`config.mk`:
```
export PLATFORM = sky130hd
export DESIGN_NAME = serial_adder_ctrl
export DESIGN_NICKNAME = d
export VERILOG_FILES = /design/src/rtl/serial_adder_ctrl_pkg.sv /design/src/rtl/fulladder_bit.sv /design/src/rtl/halfadder.sv /design/src/rtl/serial_adder_ctrl.sv
export SDC_FILE = /design/constraint.sdc
export NUM_CORES = 1
export LEC_CHECK = 0
export ABC_AREA = 1
export CORE_MARGIN = 4
export CORE_UTILIZATION = 45
export DETAILED_ROUTE_END_ITERATION = 12
export PLACE_DENSITY_LB_ADDON = 0.2
export REMOVE_ABC_BUFFERS = 1
export SETUP_SLACK_MARGIN = 0.2
export SKIP_CTS_REPAIR_TIMING = 1
export SLEW_MARGIN = 20
export SYNTH_ARGS = -nofsm -noshare
export SYNTH_HDL_FRONTEND = slang
export SYNTH_SLANG_ARGS = --single-unit
```
`constraint.sdc`:
```
create_clock -name CLK -period 1.65 [get_ports CLK]
set_input_delay 0.495 -clock CLK [delete_from_list [all_inputs] [get_ports CLK]]
set_output_delay 0.495 -clock CLK [all_outputs]
set_load 0.02 [all_outputs]
```
`src/rtl/serial_adder_ctrl_pkg.sv`:
```
// Shared definitions for the bit-serial adder: FSM state encoding and default width.
package serial_adder_ctrl_pkg;

  localparam int WIDTH_DEF = 8;

  typedef enum logic [1:0] {
    S_IDLE = 2'd0,
    S_ADD  = 2'd1,
    S_FIN  = 2'd2
  } state_e;

endpackage

```
`src/rtl/fulladder_bit.sv`:
```
// One-bit full adder built from two half adders, with the carries merged by an OR.
module fulladder_bit (
  input  logic a_i,
  input  logic b_i,
  input  logic c_i,
  output logic s_o,
  output logic c_o
);

  logic s0;
  logic c0;
  logic c1;

  halfadder u_ha0 (
    .a_i (a_i),
    .b_i (b_i),
    .s_o (s0),
    .c_o (c0)
  );

  halfadder u_ha1 (
    .a_i (s0),
    .b_i (c_i),
    .s_o (s_o),
    .c_o (c1)
  );

  assign c_o = c0 | c1;

endmodule

```
`src/rtl/halfadder.sv`:
```
// One-bit half adder: sum and carry of two bits.
module halfadder (
  input  logic a_i,
  input  logic b_i,
  output logic s_o,
  output logic c_o
);

  assign s_o = a_i ^ b_i;
  assign c_o = a_i & b_i;

endmodule

```
`src/rtl/serial_adder_ctrl.sv`:
```
// Bit-serial adder controller: captures operands on START, adds one bit per cycle
// through a single full-adder cell, and presents SUM/COUT with a one-cycle DONE.
module serial_adder_ctrl
  import serial_adder_ctrl_pkg::*;
#(
  parameter int WIDTH = WIDTH_DEF
) (
  input  logic             CLK,
  input  logic             RST_N,
  input  logic             START,
  input  logic [WIDTH-1:0] A_IN,
  input  logic [WIDTH-1:0] B_IN,
  input  logic             CIN,
  output logic             BUSY,
  output logic             DONE,
  output logic [WIDTH-1:0] SUM,
  output logic             COUT,
  output logic [1:0]       DBG_STATE
);

  localparam int CNT_W = $clog2(WIDTH);
  localparam logic [CNT_W-1:0] CNT_LAST = CNT_W'(WIDTH - 1);

  // Handshake: START is accepted on any rising edge where the block is in IDLE or FIN
  // (BUSY=0, or DONE=1); a START seen while adding is dropped, never queued.
  state_e           state_q, state_d;
  logic [CNT_W-1:0] cnt_q, cnt_d;
  logic [WIDTH-1:0] a_q, a_d;
  logic [WIDTH-1:0] b_q, b_d;
  logic [WIDTH-1:0] res_q, res_d;
  logic [WIDTH-1:0] sum_q, sum_d;
  logic             carry_q, carry_d;
  logic             cout_q, cout_d;
  logic             fa_s;
  logic             fa_c;

  // The low operand bits always feed the cell; the operand registers shift right.
  fulladder_bit u_fa (
    .a_i (a_q[0]),
    .b_i (b_q[0]),
    .c_i (carry_q),
    .s_o (fa_s),
    .c_o (fa_c)
  );

  always_comb begin
    state_d = state_q;
    cnt_d   = cnt_q;
    a_d     = a_q;
    b_d     = b_q;
    res_d   = res_q;
    sum_d   = sum_q;
    carry_d = carry_q;
    cout_d  = cout_q;
    case (state_q)
      S_IDLE: begin
        if (START) begin
          state_d = S_ADD;
          cnt_d   = '0;
          a_d     = A_IN;
          b_d     = B_IN;
          carry_d = CIN;
          res_d   = '0;
        end
      end
      S_ADD: begin
        a_d     = {1'b0, a_q[WIDTH-1:1]};
        b_d     = {1'b0, b_q[WIDTH-1:1]};
        res_d   = {fa_s, res_q[WIDTH-1:1]};
        carry_d = fa_c;
        if (cnt_q == CNT_LAST) begin
          // Last bit: publish the finished result on the edge that enters FIN.
          state_d = S_FIN;
          sum_d   = {fa_s, res_q[WIDTH-1:1]};
          cout_d  = fa_c;
        end else begin
          cnt_d = cnt_q + 1'b1;
        end
      end
      S_FIN: begin
        if (START) begin
          state_d = S_ADD;
          cnt_d   = '0;
          a_d     = A_IN;
          b_d     = B_IN;
          carry_d = CIN;
          res_d   = '0;
        end else begin
          state_d = S_IDLE;
        end
      end
      default: state_d = S_IDLE;
    endcase
  end

  always_ff @(posedge CLK) begin
    if (!RST_N) begin
      state_q <= S_IDLE;
      cnt_q   <= '0;
      a_q     <= '0;
      b_q     <= '0;
      res_q   <= '0;
      sum_q   <= '0;
      carry_q <= 1'b0;
      cout_q  <= 1'b0;
    end else begin
      state_q <= state_d;
      cnt_q   <= cnt_d;
      a_q     <= a_d;
      b_q     <= b_d;
      res_q   <= res_d;
      sum_q   <= sum_d;
      carry_q <= carry_d;
      cout_q  <= cout_d;
    end
  end

  assign BUSY      = (state_q != S_IDLE);
  assign DONE      = (state_q == S_FIN);
  assign SUM       = sum_q;
  assign COUT      = cout_q;
  assign DBG_STATE = state_q;

endmodule

```
## Word level (Yosys, flattened, before mapping)

Index checks and enable logic that the tools add are counted.

| storage, ports and cells | value |
|---|---|
| bits of input ports | 20 |
| logic and storage cells | 44 |
| register bits after elaboration | 39 |

| cells by class | value |
|---|---|
| reductions and logical operators | 8 |
| add/subtract/negate cells | 1 |
| muxes and demuxes | 15 |
| bitwise operators | 5 |
| equality and inequality tests | 7 |

Operator list:

| cell | number |
|---|---|
| one-hot mux 8 bit (2 select lines) | 3 |
| 2-to-1 mux 8 bit | 3 |
| 2-to-1 mux 3 bit | 2 |
| != test 2 bit (second input constant) | 3 |
| one-hot mux 2 bit (3 select lines) | 1 |
| one-hot mux 3 bit (2 select lines) | 1 |
| AND reduction 2 bit | 3 |
| 2-to-1 mux 2 bit | 2 |
| nonzero test 2 bit | 2 |
| adder 3 x 1 -> 3 bit (second input constant) | 1 |
| == test 3 bit (second input constant) | 1 |
| AND reduction 3 bit | 1 |
| bitwise AND 1 bit | 2 |
| == test 2 x 1 -> 1 bit (second input constant) | 1 |
| == test 2 bit (second input constant) | 1 |
| zero test 2 bit | 1 |
| 2-to-1 mux 1 bit | 2 |
| != test 2 x 1 -> 1 bit (second input constant) | 1 |
| one-hot mux 1 bit (2 select lines) | 1 |
| OR reduction 2 bit | 1 |
| bitwise XOR 1 bit | 2 |
| bitwise OR 1 bit | 1 |

## Depth between registers and ports, before layout

| logic depth | value |
|---|---|
| depth in word-level cells | 4 |
| mapped depth | 7 |
| mapped depth without buffers | 7 |

## By module

From an unflattened synthesis, not the netlist that was laid out.

| second synthesis, totals | value |
|---|---|
| cell total of the unflattened synthesis | 236 |
| area, all modules | 1639.1 µm² |

Modules (own cells, without submodules):

| module | area an instance (µm²) | instances | cells each |
|---|---|---|---|
| serial_adder_ctrl | 1602.8 | 1 | 231 |
| halfadder | 12.5 | 2 | 1 |
| fulladder_bit | 11.3 | 1 | 3 |

## Worst setup path after synthesis

No wires, ideal clock.

| path | value |
|---|---|
| kind | reg-to-output |
| start | register state_q[0] (netlist: DBG_STATE[0]) |
| end | output DONE |
| stages on the path, launching flop included | 4 |
| arrival | 1.028 ns |
| setup slack | 0.127 ns |
| required time | 1.155 ns |
| cell sequence | dfxtp_1 buf_6 buf_4 nor2_1 |

| on the way | value |
|---|---|
| longest elaborated chain between the ends | 1 |

Ends and longest elaborated chain:

| item | line | RTL |
|---|---|---|
| start, declared | serial_adder_ctrl.sv:26 | `state_e state_q, state_d;` |
| start signal, assigned | serial_adder_ctrl.sv:107 | `state_q <= state_d;` |
| == test 2 bit | serial_adder_ctrl.sv:119 | `assign DONE = (state_q == S_FIN);` |
| end, declared | serial_adder_ctrl.sv:15 | `output logic DONE,` |

Every way passes these cells.

## Final worst setup path

| path | value |
|---|---|
| start | register state_q[0] (netlist: DBG_STATE[0]) |
| end | output BUSY |

| on the way | value |
|---|---|
| longest elaborated chain between the ends | 1 |

Ends and longest elaborated chain:

| item | line | RTL |
|---|---|---|
| nonzero test 2 bit | serial_adder_ctrl.sv:118 | `assign BUSY = (state_q != S_IDLE);` |
| end, declared | serial_adder_ctrl.sv:14 | `output logic BUSY,` |

Every way passes these cells.

==> impl_table.tex <==
\begin{tabular}{lr}
\hline
Metric & Value \\
\hline
\multicolumn{2}{l}{\textbf{Synthesis}} \\
\quad Cell variety after synth & 22 \\
\quad Post-Syn Instances & about 240 \\
\quad Most used flip-flop cell after synthesis & sky130\_fd\_sc\_hd\_\_dfxtp\_1 \\
\quad Share of flip-flops with an asynchronous set or reset & 0\% \\
\quad Number of synthesized flops with an enable pin & 0 \\
\quad Area contributors post-synth & sky130\_fd\_sc\_hd\_\_dfxtp\_1, sky130\_fd\_sc\_hd\_\_nand2\_1, sky130\_fd\_sc\_hd\_\_nor2\_1 \\
\quad Commonest cells in the netlist & sky130\_fd\_sc\_hd\_\_nand2\_1, sky130\_fd\_sc\_hd\_\_dfxtp\_1, sky130\_fd\_sc\_hd\_\_nor2\_1, sky130\_fd\_sc\_hd\_\_nand3\_1, sky130\_fd\_sc\_hd\_\_a21oi\_1 \\
\quad Total number of yosys warnings & 0 \\
\quad Post-synthesis sequential area ratio & 44.9\% \\
\quad Post-synthesis register bit count & 38 \\
\quad Top cell type's share of synthesized area & between 40 and 50\% \\
\quad Cell type with the largest total area after synthesis & sky130\_fd\_sc\_hd\_\_dfxtp\_1 \\
\quad Syn\_area\_per\_cell & approximately 7.2 um\^{}2 \\
\quad Netlist area before placement & 1690 um\^{}2 \\
\quad Most numerous cell in the Yosys netlist & sky130\_fd\_sc\_hd\_\_nand2\_1 \\
\multicolumn{2}{l}{\textbf{Worst setup path}} \\
\quad Max incr delay on CP & approximately 350 ps \\
\quad Capturing element type of the critical path & primary output \\
\quad Highest net fanout along the worst path & 3 \\
\quad Critical path's top delay family & buffers and inverters \\
\quad Nature of the critical path startpoint & flip-flop \\
\quad Cell at the slowest stage of the critical path & sky130\_fd\_sc\_hd\_\_dfxtp\_2 \\
\quad Arrival time at the worst endpoint & 1060 ps \\
\quad Start-to-end type of the worst setup path & flip-flop to primary output \\
\quad Data required time of the worst path & 1150 ps \\
\quad Bufs and invs on worst path & 3 \\
\quad Startpoint of the most critical setup path & DBG\_STATE[0] \\
\quad Reg-to-Reg Start & DBG\_STATE[0] \\
\quad Critical path cell sequence & buf\_4, inv\_4, nand2\_1, dlymetal6s2s\_1 \\
\multicolumn{2}{l}{\textbf{Place}} \\
\quad Placed wire-length estimate after detailed placement & about 2.6 mm \\
\quad Number of buffers inserted by port buffering & 32 \\
\quad Gp weighted congestion & 0.812 \\
\quad Total placed instance area & about 2100 um\^{}2 \\
\quad Cell count after placement & roughly 320 \\
\multicolumn{2}{l}{\textbf{Drt}} \\
\quad Final routed wirelength across all metal layers & about 3.8 mm \\
\quad Drt via density & between 4 and 5 \\
\quad Length of the first detailed-routing pass in iterations & 4 \\
\quad Wire length on met2 & 1.81 mm \\
\quad Met1 WL & between 1.5 and 2 mm \\
\quad Avg WL per Cell & approximately 12 um \\
\quad Routed vias & $\sim$1,600 \\
\quad Count of antenna-violating nets left after detailed routing & 0 \\
\quad Uppermost layer routed & met4 \\
\quad Routed length on met3 & 216 um \\
\quad Post-route DRC & 0 \\
\quad Starting DRT DRC Count & about 150 \\
\multicolumn{2}{l}{\textbf{Die}} \\
\quad Count of standard-cell rows & 22 \\
\quad Die X & just under 70 um \\
\quad I/O pin total & 33 \\
\quad Die outline height & roughly 69 um \\
\quad Die area & 4810 um\^{}2 \\
\quad Core Region & 3660 um\^{}2 \\
\quad Starting utilization of the core area & between 40\% and 50\% \\
\multicolumn{2}{l}{\textbf{Timing}} \\
\quad Post-route minimum period & between 1500 and 2000 ps \\
\quad Final slew viol count & 0 \\
\quad Maximum frequency from static timing analysis & $\sim$0.64 GHz \\
\quad Skew final & about 6.0 ps \\
\quad Unrepaired setup endpoints after global routing & true \\
\quad Max\_slew headroom & $\sim$74\% \\
\quad Final hold violations & 0 \\
\quad Share of the clock period used by the worst path & between 90\% and 100\% \\
\quad Setup-failing EPs final & 0 \\
\quad Worst-Margin Slew & 390 ps \\
\multicolumn{2}{l}{\textbf{Pwr}} \\
\quad Maximum vdd drop & between 0.0005 and 0.0006 V \\
\quad Leak pwr & $\sim$1.2 nW \\
\quad Ratio of total power to cell area & slightly above 1000 nW/um\^{}2 \\
\multicolumn{2}{l}{\textbf{GRT}} \\
\quad Global-route wire length before repair & around 6.7 mm \\
\quad Overall Global Routing Usage & 17.1\% \\
\quad Global route overflow & 0 \\
\quad Largest net degree at the start of global routing & 19 \\
\quad Number of antenna violations at the first check in global routing & 0 \\
\quad Number of global-route vias before repair & 1,489 \\
\multicolumn{2}{l}{\textbf{CTS}} \\
\quad Master cell of the clock root buffer & sky130\_fd\_sc\_hd\_\_clkbuf\_8 \\
\quad Clock tree from TritonCTS & built \\
\quad Source-to-sink clock delay at the later pin of the worst-skew pair & 300 ps \\
\quad Buffers from clock root to sink, at most & 2 \\
\quad Number of H-tree levels & 2 \\
\quad Total CTS buffers & 5 \\
\quad Clock-pin slew of the registers on the worst-case setup and hold paths & 80 ps \\
\quad Clock sinks & 38 \\
\multicolumn{2}{l}{\textbf{Final layout}} \\
\quad Post-route design area & approximately 2300 um\^{}2 \\
\quad Count of nets after finishing & 300 \\
\quad Number of inserted diodes & 0 \\
\quad Number of inserted filler cells in the final layout & 349 \\
\quad Share of final-layout standard cells stronger than drive strength 1 & 14.0\% \\
\quad Number of non-filler instances in the completed layout & approximately 330 \\
\quad Area delta synth->final & 34.1\% \\
\multicolumn{2}{l}{\textbf{Min path}} \\
\quad Hold wc startpoint & SUM[0] \\
\quad Path category of the worst min-delay check & flip-flop to flip-flop \\
\multicolumn{2}{l}{\textbf{Run status}} \\
\quad Result of the run & complete, no violations \\
\multicolumn{2}{l}{\textbf{Flow run}} \\
\quad Number of max-cap violations & 0 \\
\hline
\end{tabular}
-- state kept, by name (all words and copies together), names as in the netlist --
register and flops:
SUM 8, DBG_STATE 2, res_q 7, COUT 1, b_q 8, cnt_q 3, a_q 8, carry_q 1
-- worst register-to-register path, delay by kind of cell, from the launching register on --
family	cells	cell delay, ps
buffers and inverters	4	530
DFF	1	340
and+or+nand+nor	4	400
-- final cells by class --
cell class | instances | area (um^2) | area share, %
Clock buffer | 5 | 68.8 | 3.03
Clock inverter | 3 | 68.8 | 3.03
Inverter | 13 | 53.8 | 2.37
Multi-Input combinational cell | 172 | 800 | 35.2
Sequential cell | 38 | 763 | 33.6
Tap cell | 48 | 60.1 | 2.64
Timing Repair Buffer | 47 | 458 | 20.2
-- metal layers --
metal / vias to the layer above / GRT usage [%]
li1: 823 / -
met1: 711 / 21.6
met3: 6 / 5.80
met4: 0 / 6.94
met5: - / 0
met2: 31 / 26.8
-- worst paths after layout --
check | endpoint | slack, ps | cells after the start
worst max-delay path | BUSY | 100 | 4
worst min register to register | SUM[0] | 460 | 2
worst max register to register | a_q[0] | 270 | 8
worst min-delay path | SUM[0] | 460 | 2
-- report_power, final --
group | internal [mW] | switching, mW
clock | 0.606 | 0.348
sequential | 0.972 | 0.0287
combinational | 0.155 | 0.192
-- cell families after synthesis --
kind of cell,share of synthesized area (%)
AO/OA/AOI/OAI,8.57
AND/OR/NAND/NOR,35.1
adder cells (fa/ha/maj),2.66
flip-flops,44.9
buffers and inverters,8.79
-- stage by stage --
| stage | hold WS [ps] | power [mW] | utilization (%) | setup slack, ps | setup TNS, ps |
|---|---|---|---|---|---|
| finish | 463 | 2.30 | 62.1 | 98.9 | 0 |
| detailed placement | 457 | 1.36 | 56.9 | -33.4 | -204 |
| global route | 487 | 2.42 | 62.1 | 31.0 | 0 |
| global placement | 453 | 1.36 | 56.9 | 3.62 | 0 |
| CTS | 463 | 2.32 | 60.7 | -334 | -2000 |
| floorplan | 441 | 1.21 | - | -94.0 | -863 |
-- cell usage in the layout (no fill, tap or decap), types with 5 or more instances in the layout --
cell type / count
sky130_fd_sc_hd__clkbuf_8: 5
sky130_fd_sc_hd__buf_4: 16
sky130_fd_sc_hd__nor2_1: 33
sky130_fd_sc_hd__nand2_1: 77
sky130_fd_sc_hd__clkdlybuf4s50_1: 19
sky130_fd_sc_hd__a21oi_1: 15
sky130_fd_sc_hd__o21ai_1: 5
sky130_fd_sc_hd__o21ai_0: 9
sky130_fd_sc_hd__dlymetal6s2s_1: 10
sky130_fd_sc_hd__dfxtp_1: 36
sky130_fd_sc_hd__inv_1: 9
sky130_fd_sc_hd__nand3_1: 22
No activity file was read; power rests on OpenSTA's default activity.
==> patch 1 (same flow settings) <==
Register the inputs `START`, `A_IN`, `B_IN` and `CIN` before use, without a reset. The logic sees them one clock later. Comments in the files are not updated.
--- a/src/rtl/serial_adder_ctrl.sv
+++ b/src/rtl/serial_adder_ctrl.sv
@@ -20,6 +20,18 @@
 
   localparam int CNT_W = $clog2(WIDTH);
   localparam logic [CNT_W-1:0] CNT_LAST = CNT_W'(WIDTH - 1);
+
+  logic START_q;
+  logic [WIDTH-1:0] A_IN_q;
+  logic [WIDTH-1:0] B_IN_q;
+  logic CIN_q;
+
+  always_ff @(posedge CLK) begin
+    START_q <= START;
+    A_IN_q  <= A_IN;
+    B_IN_q  <= B_IN;
+    CIN_q   <= CIN;
+  end
 
   // Handshake: START is accepted on any rising edge where the block is in IDLE or FIN
   // (BUSY=0, or DONE=1); a START seen while adding is dropped, never queued.
@@ -54,12 +66,12 @@
     cout_d  = cout_q;
     case (state_q)
       S_IDLE: begin
-        if (START) begin
+        if (START_q) begin
           state_d = S_ADD;
           cnt_d   = '0;
-          a_d     = A_IN;
-          b_d     = B_IN;
-          carry_d = CIN;
+          a_d     = A_IN_q;
+          b_d     = B_IN_q;
+          carry_d = CIN_q;
           res_d   = '0;
         end
       end
@@ -78,12 +90,12 @@
         end
       end
       S_FIN: begin
-        if (START) begin
+        if (START_q) begin
           state_d = S_ADD;
           cnt_d   = '0;
-          a_d     = A_IN;
-          b_d     = B_IN;
-          carry_d = CIN;
+          a_d     = A_IN_q;
+          b_d     = B_IN_q;
+          carry_d = CIN_q;
           res_d   = '0;
         end else begin
           state_d = S_IDLE;
Behaviour: not the same (a bounded check fails within 4 cycles, from zero or initial values and one cycle with RST_N low).
==> patch 1 against the original RTL <==
Final area up 13%. Sequential share of layout area up 10 points. Highest routed layer unchanged. Maximum frequency up 1.0%. Power up 18%. Sequential cell count up 18. Routed wire length up 1.4%. Hold slack worse by 7.7 ps. Synthesized area up 17%. Via count up 2.8%. Worst setup slack better by 15 ps.
==> patch 1: results (changes against the original RTL) <==
Outcome
  – Status: finished, final reports clean (unchanged)

Clock tree
  – Root Driver: clkbuf_8 (unchanged)
  – Worst-case clock buffer depth: 2 (unchanged)
  – Worst-skew pair later-pin latency: 300 ps (about the same)
  – Cts bufs inserted: 5 (unchanged)
  – Worst-path clk slew: 90 ps
  – H-tree levels: 2 (unchanged)

Synthesis
  – Top post-synthesis cells by area: dfxtp_1 57%, nand2_1 15%, nor2_1 6.6% (was dfxtp_1 45%, nand2_1 17%, nor2_1 7.5%)
  – Sequential area share after synthesis: 0.565 (was 0.449)
  – Synth warn: 0 (unchanged)
  – Synth unique cells: 19 (was 22)
  – Post-synth top cells: 77 x nand2_1, 56 x dfxtp_1, 35 x nor2_1 (was 77 x nand2_1, 38 x dfxtp_1, 34 x nor2_1)
  – Asr flop ratio synth: 0 (unchanged)
  – Post-synth top area share: 0.565 (was 0.449)

Worst hold path
  – Hold Path Sink: b_q[7]$_SDFFE_PN0P_ (was SUM[0]$_SDFFE_PN0P_)
  – Hold Path Stages: 2 (unchanged)
  – Worst min path class: reg -> reg (unchanged)
  – Hold Startpoint: B_IN_q[7]$_DFF_P_ (was SUM[0]$_SDFFE_PN0P_)

Power
  – Maximum vdd drop: 0.624 mV (was 0.590 mV)
  – Lkg Pwr: 1.33 nW (was 1.20 nW)

Critical path
  – Critical Path Max Stage Delay: 370 ps (was 350 ps)
  – Slowest CP cell: dfxtp_4 (was dfxtp_2)
  – Worst r2r dst: cnt_q[2]$_SDFFE_PN0P_ (was a_q[0]$_SDFFE_PN0P_)
  – FF-to-FF Start: cnt_q[0]$_SDFFE_PN0P_ (was DBG_STATE[0]$_SDFFE_PN0P_)
  – Cell depth of the worst flop-to-flop path: 6 (was 8)
  – Max Fanout on Critical Path: 4 (was 3)
  – Crit path arrival time: 1040 ps (was 1060 ps)
  – Flop-to-flop setup slack: 230 ps (was 270 ps)

Cells and area
  – Layout fillers: 377 (was 349)
  – Share of post-route cells with drive strength above 1: 0.114 (was 0.140)
  – Layout Utilization: 0.619 (was 0.621)
  – N_diodes: 0 (unchanged)
  – Nets: 311 (was 300)

Placement
  – Placed instance area: 0.00238 mm2 (was 0.00208 mm2)
  – GP Congestion: 0.756 (was 0.812)
  – # port buffers: 32 (unchanged)
  – Detailed placer's ending HPWL: 2.50 mm (was 2.58 mm)

GRT
  – Largest net degree at the start of global routing: 23 (was 19)
  – Global Route Usage Sum: 0.152 (was 0.171)
  – Vias in the first global route: 1490 (was 1489)
  – First-pass GRT wire length: 6.40 mm (was 6.67 mm)
  – Initial antenna violation count: 0 (unchanged)

Detailed routing
  – Drt first pass iters: 5 (was 4)
  – DR vias: 1615 (was 1571)
  – Post-Route WL: 3.83 mm (was 3.78 mm)
  – Initial DRC Count: 134 (was 148)

STA
  – Hold_ws: 455 ps (was 463 ps)
  – Final setup skew: 5.98 ps (was 6.04 ps)
  – Slew @ Worst Pin: 399 ps (was 390 ps)
patch 1: worst max path at each step:
stage,depth (start not counted),start,to,slack [ps]
6_report,3,DBG_STATE[1]$_SDFFE_PN0P_,DONE,110
5_1_grt,3,DBG_STATE[1]$_SDFFE_PN0P_,DONE,60
4_1_cts,2,DBG_STATE[0]$_SDFFE_PN0P_,DBG_STATE[0],-340
3_5_place_dp,2,DBG_STATE[0]$_SDFFE_PN0P_,DBG_STATE[0],9
3_3_place_gp,3,DBG_STATE[1]$_SDFFE_PN0P_,DONE,9
2_1_floorplan,5,DBG_STATE[0]$_SDFFE_PN0P_,COUT$_SDFFE_PN0P_,-280
patch 1: area by class of cell:
cell class / instances / area share
flip-flops and latches: 56 / 0.440
multi-input cells: 171 / 0.301
repair buffers: 42 / 0.167
clock buffers: 7 / 0.0376
well taps: 50 / 0.0244
inverters: 12 / 0.0185
clock inverters: 1 / 0.0117
patch 1: kinds of logic after synthesis:
logic type      count (synthesis)  synth area share
buf+inv                        23            0.0536
simple gates                  138             0.283
fa+ha+maj                       3            0.0227
flops                          56             0.565
compound gates                 30            0.0757
patch 1: report_power, final:
group,internal [mW],leakage [nW],switching (mW)
combinational,0.138,0.800,0.176
sequential,1.43,0.464,0.0361
clock,0.535,0.0645,0.412
patch 1: metrics by stage:
step | worst slack [ps] | std cells
floorplan | -285 | 239
global placement | 9.32 | 331
detailed placement | 8.98 | 331
CTS | -335 | 339
global route | 62.1 | 339
finish | 114 | 339
patch 1: layer usage:
metal  routed length, um  track usage
met1                1850        0.191
met2                1700        0.241
met3                 202       0.0432
met4                  68       0.0711
met5                   0            0
patch 1: worst max-delay path, delay by kind of cell, from the launching register on:
kind | cells | cell delay [ps]
DFF | 1 | 370
buffers and inverters | 2 | 280
and+or+nand+nor | 1 | 80
==> patch 2 (same flow settings) <==
Made on the original files. The package constant `WIDTH_DEF` goes from 8 to 32.
--- a/src/rtl/serial_adder_ctrl_pkg.sv
+++ b/src/rtl/serial_adder_ctrl_pkg.sv
@@ -1,7 +1,7 @@
 // Shared definitions for the bit-serial adder: FSM state encoding and default width.
 package serial_adder_ctrl_pkg;
 
-  localparam int WIDTH_DEF = 8;
+  localparam int WIDTH_DEF = 32;
 
   typedef enum logic [1:0] {
     S_IDLE = 2'd0,
Ports: changed (resized A_IN, B_IN and SUM); port bits go from 33 to 105. The function was not compared with the original's and may differ.
==> patch 2 against the original RTL <==
Worst setup slack got worse by 14 ps. Synthesized area increased to 3.3 times the old value. Sequential share of layout area grew 1.3 points. Critical path depth down 1. Critical path type unchanged. Routed wire length rose to 4.0 times the old value. Hold slack improved by 1.3 ps. Power rose to 3.7 times the old value. Sequential cell count is 98 higher. Highest routed layer unchanged. Register-to-register slack got worse by 180 ps. Final area grew to 3.4 times the old value. Die area increased to 2.9 times the old value.
==> patch 2: results (changes against the original RTL) <==
Outcome
  – Status: finished, final reports clean (unchanged)

Worst hold path
  – Hold Path Sink: SUM[27]$_SDFFE_PN0P_ (was SUM[0]$_SDFFE_PN0P_)
  – Hold Path Stages: 2 (unchanged)

Power
  – Reg power frac: 0.420 (was 0.435)
  – Lkg Pwr: 3.70 nW (was 1.20 nW)
  – Logic power comb: 1.06 mW (was 0.347 mW)
  – Maximum vdd drop: 0.527 mV (was 0.590 mV)

STA
  – Crit path time final: 1560 ps (was 1550 ps)
  – Final setup skew: 7.13 ps (was 6.04 ps)
  – Max_slew headroom: 0.766 (was 0.740)

Cells and area
  – Comb_multi_in: 611 (was 172)
  – Layout fillers: 1032 (was 349)
  – Storage cell area: 0.00274 mm2 (was 763 um2)
  – Nets: 988 (was 300)
  – Data buffer area share: 0.181 (was 0.202)
  – Non-clk invs: 12 (was 13)
  – Clock buf count: 20 (was 5)
  – Multi-input gate area: 0.00280 mm2 (was 800 um2)
  – Final clock-cell share: 0.0775 (was 0.0606)
  – Share of post-route cells with drive strength above 1: 0.178 (was 0.140)

Critical path
  – Cell depth of the worst flop-to-flop path: 10 (was 8)
  – Max Fanout on Critical Path: 8 (was 3)
  – Flop-to-flop setup slack: 90 ps (was 270 ps)
  – FF-to-FF Start: cnt_q[1]$_SDFFE_PN0P_ (was DBG_STATE[0]$_SDFFE_PN0P_)

Clock tree
  – Worst-skew pair later-pin latency: 410 ps (was 300 ps)
  – Worst-path clk slew: 60 ps (was 80 ps)
  – Sink Count: 136 (was 38)
  – H-tree levels: 4 (was 2)
  – Cts bufs inserted: 17 (was 5)
  – Root Driver: clkbuf_16 (was clkbuf_8)

GRT
  – GR Util met2: 0.315 (was 0.268)
  – Met3 Resource Use GR: 0.0518 (was 0.0580)
  – Largest net degree at the start of global routing: 77 (was 19)
  – Met1 usage: 0.246 (was 0.216)

Placement
  – Detailed placer's ending HPWL: 8.69 mm (was 2.58 mm)
  – Dpl ws: -109 ps (was -33.4 ps)
  – GP Congestion: 0.772 (was 0.812)
  – # port buffers: 104 (was 32)

Detailed routing
  – Detail Route met2 WL: 7.14 mm (was 1.81 mm)
  – DR WL/cell: 13.8 um (was 11.6 um)
  – WL met1: 7.23 mm (was 1.68 mm)
  – Initial DRC Count: 474 (was 148)

Synthesis
  – Sequential area share after synthesis: 0.491 (was 0.449)
  – Synth unique cells: 17 (was 22)
  – Top post-synthesis cells by area: dfxtp_1 49%, nand2_1 22%, nor2_1 8.9% (was dfxtp_1 45%, nand2_1 17%, nor2_1 7.5%)
  – Post-synth top cells: 330 x nand2_1, 136 x dfxtp_1, 132 x nor2_1 (was 77 x nand2_1, 38 x dfxtp_1, 34 x nor2_1)
-- patch 2: changes by cell type after synthesis, sizes merged, moves of 16 or more --
cell and change:
nor2 +97, clkbuf +16, o21ai +49, nand3 +16
nand2 +251, dfxtp +98, buf +25, a21oi +26
-- patch 2: through the flow --
step | cell area (um2) | std cells | setup TNS [ps] | power, mW
final | 7830 | 1098 | 0 | 8.47
after global routing | 7830 | 1098 | 0 | 8.82
after CTS | 7360 | 1085 | -8510 | 8.38
after detailed placement | 6750 | 1053 | -5090 | 4.55
after global placement | 6750 | 1053 | -3250 | 4.53
after floorplan | 5290 | 759 | -266550 | 4.12
-- patch 2: kinds of logic (layout without fill, tap and decap cells) --
logic type,count (synthesis),in the layout,share of synthesized area
and+or+nand+nor,504,504,0.353
DFF,136,136,0.491
AOI/OAI and AO/OA,104,104,0.0938
buffers and inverters,65,183,0.0546
adders and majority gates,3,3,0.00812
-- patch 2: worst max-delay path, stage by stage, from the launching register on --
cell and delay [ps]:
dfxtp_4 420, inv_4 50, nand2_2 70, buf_6 110
